`src/rtl/f_d_reg_pkg.sv`:
```
// Shared constants and types for the fetch/decode boundary: CP0 exception codes,
// instruction-memory address window and the D-stage payload record.
package f_d_reg_pkg;

   localparam logic [4:0] EXC_NONE    = 5'd0;
   localparam logic [4:0] EXC_ADEL    = 5'd4;
   localparam logic [4:0] EXC_ADES    = 5'd5;
   localparam logic [4:0] EXC_SYSCALL = 5'd8;
   localparam logic [4:0] EXC_RI      = 5'd10;
   localparam logic [4:0] EXC_OV      = 5'd12;

   localparam logic [31:0] PC_RESET   = 32'h0000_3000;
   localparam logic [31:0] HANDLER_PC = 32'h0000_4180;
   localparam logic [31:0] IM_BASE    = 32'h0000_3000;
   localparam logic [31:0] IM_LIMIT   = 32'h0000_6FFC;

   localparam logic [7:0] STALL_CNT_MAX = 8'hFF;

   typedef struct packed {
      logic [31:0] pc;
      logic [31:0] instr;
      logic [31:0] pc8;
      logic [4:0]  exc_code;
      logic        bd;
      logic        valid;
   } d_stage_t;

   // Word-aligned and inside [base, limit] inclusive.
   function automatic logic addr_bad(input logic [31:0] addr,
                                     input logic [31:0] base,
                                     input logic [31:0] limit);
      return (addr[1:0] != 2'b00) || (addr < base) || (addr > limit);
   endfunction

endpackage

```
`src/rtl/f_d_reg_fetch_exc_check.sv`:
```
// Combinational fetch-address check: flags misaligned or out-of-window PCs.
// Shared with the data-side address check by overriding the window and code.
module fetch_exc_check
   import f_d_reg_pkg::*;
#(
   parameter logic [31:0] ADDR_BASE  = f_d_reg_pkg::IM_BASE,
   parameter logic [31:0] ADDR_LIMIT = f_d_reg_pkg::IM_LIMIT,
   parameter logic [4:0]  EXC_CODE   = f_d_reg_pkg::EXC_ADEL
) (
   input  logic [31:0] F_PC,
   output logic [4:0]  ExcCode
);

   always_comb begin
      ExcCode = EXC_NONE;
      if (addr_bad(F_PC, ADDR_BASE, ADDR_LIMIT))
         ExcCode = EXC_CODE;
   end

endmodule

```
`src/rtl/f_d_reg.sv`:
```
// IF/ID pipeline register: captures PC, instruction, link value and delay-slot flag,
// tags bad fetch addresses with AdEL, and counts consecutive stall cycles.
module f_d_reg
   import f_d_reg_pkg::*;
#(
   parameter logic [31:0] PC_RESET   = f_d_reg_pkg::PC_RESET,
   parameter logic [31:0] HANDLER_PC = f_d_reg_pkg::HANDLER_PC,
   parameter logic [31:0] IM_BASE    = f_d_reg_pkg::IM_BASE,
   parameter logic [31:0] IM_LIMIT   = f_d_reg_pkg::IM_LIMIT,
   parameter logic [4:0]  EXC_ADEL   = f_d_reg_pkg::EXC_ADEL
) (
   input  logic        Clk,
   input  logic        Reset,
   input  logic        F_D_Enable,
   input  logic        F_D_Flush,
   input  logic        Req,
   input  logic [31:0] F_PC,
   input  logic [31:0] F_Instr,
   input  logic        F_BD,
   output logic [31:0] D_PC,
   output logic [31:0] D_Instr,
   output logic [31:0] D_PC8,
   output logic [4:0]  D_ExcCode,
   output logic        D_BD,
   output logic        D_Valid,
   output logic [7:0]  D_StallCnt
);

   d_stage_t   d_q;
   logic [7:0] stall_cnt_q;
   logic [4:0] f_exc_code;

   fetch_exc_check #(
      .ADDR_BASE  (IM_BASE),
      .ADDR_LIMIT (IM_LIMIT),
      .EXC_CODE   (EXC_ADEL)
   ) u_fetch_exc_check (
      .F_PC    (F_PC),
      .ExcCode (f_exc_code)
   );

   always_ff @(posedge Clk or negedge Reset) begin
      if (!Reset) begin
         d_q.pc       <= PC_RESET;
         d_q.pc8      <= PC_RESET + 32'd8;
         d_q.instr    <= 32'd0;
         d_q.exc_code <= EXC_NONE;
         d_q.bd       <= 1'b0;
         d_q.valid    <= 1'b0;
         stall_cnt_q  <= 8'd0;
      end else if (Req) begin
         d_q.pc       <= HANDLER_PC;
         d_q.pc8      <= HANDLER_PC + 32'd8;
         d_q.instr    <= 32'd0;
         d_q.exc_code <= EXC_NONE;
         d_q.bd       <= 1'b0;
         d_q.valid    <= 1'b0;
         stall_cnt_q  <= 8'd0;
      end else if (F_D_Flush) begin
         // Bubble keeps PC/BD so an exception raised against it still reports a correct EPC.
         d_q.pc       <= F_PC;
         d_q.pc8      <= F_PC + 32'd8;
         d_q.instr    <= 32'd0;
         d_q.exc_code <= EXC_NONE;
         d_q.bd       <= F_BD;
         d_q.valid    <= 1'b0;
         stall_cnt_q  <= 8'd0;
      end else if (F_D_Enable) begin
         d_q.pc       <= F_PC;
         d_q.pc8      <= F_PC + 32'd8;
         d_q.instr    <= (f_exc_code != EXC_NONE) ? 32'd0 : F_Instr;
         d_q.exc_code <= f_exc_code;
         d_q.bd       <= F_BD;
         d_q.valid    <= 1'b1;
         stall_cnt_q  <= 8'd0;
      end else if (stall_cnt_q != STALL_CNT_MAX) begin
         stall_cnt_q  <= stall_cnt_q + 8'd1;
      end
   end

   assign D_PC       = d_q.pc;
   assign D_Instr    = d_q.instr;
   assign D_PC8      = d_q.pc8;
   assign D_ExcCode  = d_q.exc_code;
   assign D_BD       = d_q.bd;
   assign D_Valid    = d_q.valid;
   assign D_StallCnt = stall_cnt_q;

endmodule
```
`config.mk`:
```
export PLATFORM = sky130hd
export DESIGN_NAME = f_d_reg
export DESIGN_NICKNAME = d
export VERILOG_FILES = /design/src/rtl/f_d_reg_pkg.sv /design/src/rtl/f_d_reg_fetch_exc_check.sv /design/src/rtl/f_d_reg.sv
export SDC_FILE = /design/constraint.sdc
export NUM_CORES = 1
export LEC_CHECK = 0
export CORE_UTILIZATION = 40
export CTS_CLUSTER_SIZE = 25
export DETAILED_ROUTE_END_ITERATION = 10
export PLACE_DENSITY = 0.76
export SYNTH_ARGS = -nofsm -noshare
export SYNTH_HDL_FRONTEND = slang
export SYNTH_SLANG_ARGS = --single-unit
export TNS_END_PERCENT = 5
```
`constraint.sdc`:
```
create_clock -name Clk -period 1.4 [get_ports Clk]
set_input_delay 0.28 -clock Clk [delete_from_list [all_inputs] [get_ports Clk]]
set_output_delay 0.28 -clock Clk [all_outputs]
set_load 0.1 [all_outputs]
```
==> results.md <==
* Design Area, Final at 9020 µm²
* Clock share of power at 0.313
* FFs w/ async S/R, synth at 1.00
* Num CTS Buffers at 9
* Maximum vdd drop at 0.000576 V
* Ratio of cells with drive above 1 in the final layout at 0.417
* Initial Utilization at 0.417
* Most frequent cell after synthesis: dfrtp_1
* Clk sinks at 104
* Max-slew violation count at 0
* Drt total wl at 17000 µm
* Max_cap viols at 0
* Setup violators final at 23
* R2r startpoint: D_StallCnt[1]
* Nets at 799
* Relative slew slack at 0.665
* Flip-flop and latch area at 2630 µm²
* Number of synthesized flops with an enable pin at 0
* Final hold violation count at 0
* Hold_sp: F_D_Flush
* Outcome: finished, violations left
* Worst setup margin at -0.0417 ns
* Reg clk slew, reported paths at 0.07 ns
* Logic pwr share at 0.294
* Int Power at 5.56 mW
* Vias in the first global route at 4977
* Depth of the CTS H-tree at 3
* WP data required at 1.68 ns
* Power Dens Cells at 929 nW/µm²
* Register bit total from synthesis at 104
* Sw Share at 0.336
* Layout Utilization at 0.780
* Least-Margin Pin Slew at 0.502 ns
* Avg Cell Area, Syn at 10.3 µm²
* I/O Pins at 181
* Die area at 12500 µm²
* Met3 Usage GRT at 0.0457
* Placed Cells at 841
* DR pass1 iterations at 8
* Reg2reg path depth at 7
* Root buf cell: clkbuf_16
* Remaining antenna violation count after routing at 0
* Place WS at -0.821 ns
* Pin count of the biggest net entering global routing at 35
* Largest cells by area after synthesis: dfrtp_1 51%, nand2_1 6.7%, a22o_1 6.2%
* Num rows at 39
* Mapped Cells at 469
* Max Freq at 0.694 GHz
* Sequential element share of the synthesized area at 0.541
* Area grow syn2layout at 87.1%
* Critical path data arrival time at 1.72 ns
* Worst R2R Setup Slack at -0.03 ns
* First-pass GRT wire length at 27000 µm
* RR Endpoint: D_StallCnt[6]
* Vias per cell at 5.50
* Cell Area, Synth at 4820 µm²
* RSZ-0062 raised after global routing: true
* Initial antenna violation count at 1
* CP max FO at 8
* Grt peak-use layer: met2
* DR iter-0 viols at 336
* Placed cell areas at 8400 µm²
* TritonCTS clock tree: yes
* Placer Congestion at 0.880
* Post-detail-place hpwl at 11800 µm
* Failing checks: DRC, setup timing
* Top cells by count, synth: 99 x dfrtp_1, 86 x nand2_1, 34 x a22o_1
* YS warnings at 0
* Via count at 4816
* Hold path depth at 2
* Yosys top cell by area: dfrtp_1
* Fin Setup TNS at -0.384 ns
* WL per Instance at 19.4 µm
* Tot Pwr at 8.38 mW
* Final Non-Filler Cells at 876
* Core Area at 11600 µm²
* Post-synth top area share at 0.514
* Min-Delay Path Class: in2reg
* Clock Latency Late Sink at 0.34 ns
* Chip Width at 112 µm
* # fillers at 714
* Leak at 4.12 nW
* Crit. End Element: flip-flop
* Global Route Usage Sum at 0.279
* Die Ht at 112 µm
* Met2 global-route usage at 0.469
* Yosys cell types at 53
* Hold path endpoint: D_ExcCode[2]
* Footprint of the multi-input gates at 2150 µm²
* Port Buffers at 176
* Switch Pwr at 2.82 mW
* Fin crit period at 1.44 ns
* Startpoint types: input port
* Setup Crit Path Kind: in2reg
* Grt ovf at 0
* Flop pwr share at 0.393
* Synth Flop Type: dfrtp_1
* DRC at 15
* GR Util met1 at 0.357
* Clock buffer depth at 2
* Tcrit/Tclk final at 1.03
* Worst hold slack at 0.254 ns
* Clock skew at 0.00149 ns
[registers in the layout, indices dropped and copies added, names as in the netlist]
| name | count |
|---|---|
| D_Instr | 32 |
| D_PC | 32 |
| D_PC8 | 29 |
| D_StallCnt | 8 |
| D_BD | 1 |
| D_ExcCode | 1 |
| D_Valid | 1 |
[layout by cell type, fill, tap and decap left out, types with 14 or more instances in the layout]
cell type / n
nor2_1: 24
buf_12: 114
buf_4: 86
clkdlybuf4s50_1: 34
nand2_1: 85
dfrtp_1: 90
buf_6: 16
nand3b_1: 14
a22o_1: 34
[power groups by stage]
stage                     registers, mW  logic (mW)  clock network [mW]
after global placement             3.34        2.40                   0
final                              3.29        2.46                2.63
after floorplan                    4.18       0.390                   0
after CTS                          3.29        2.46                2.67
after detailed placement           3.35        2.43                   0
after global routing               3.30        2.54                2.82
[final cells by class]
| class | count | share of cell area |
|---|---|---|
| inverters | 4 | 0.00167 |
| flip-flops and latches | 104 | 0.291 |
| multi-input cells | 325 | 0.239 |
| diodes | 1 | 0.000278 |
| clock inverters | 4 | 0.00597 |
| repair buffers | 283 | 0.414 |
| clock buffers | 12 | 0.0284 |
| well taps | 143 | 0.0198 |
[cells by family after synthesis]
logic type	share of synthesized area
AOI/OAI and AO/OA	0.151
xor gates and xnor gates	0.0273
adders and majority gates	0.00519
buffers and inverters	0.0525
DFF	0.541
other	0.000778
and+or+nand+nor	0.222
[worst max-delay path, stage by stage]
cell,delay [ns]
buf_8,0.10
nor4_4,0.28
buf_4,0.17
nand4_4,0.10
nor4_4,0.30
buf_4,0.21
buf_16,0.13
a22o_1,0.15
[repair_timing]
item,CTS,global route
setup endpoints to repair,93,69
pin swaps,18,21
setup buffers,13,1
resized for setup,146,39
hold buffers,1,0
hold endpoints to repair,10,0
gates cloned,6,0
[worst max path at each step]
stage,from,endpoint,slack (ns),cells past startpoint
3_5_place_dp,F_PC[28],D_Instr[3],-0.82,7
3_3_place_gp,F_PC[3],D_PC8[19],-0.74,7
2_1_floorplan,D_PC[1],D_PC8[1],-0.22,1
5_1_grt,D_StallCnt[1],D_StallCnt[6],-0.09,7
6_report,F_PC[29],D_Instr[9],-0.04,8
4_1_cts,F_PC[25],D_Instr[15],-0.04,7
[layer usage]
metal,up-vias,part of all wire
li1,2209,-
met1,2331,0.40
met2,242,0.50
met3,34,0.072
met4,0,0.028
met5,-,0
No activity file was read; power rests on OpenSTA's default activity.
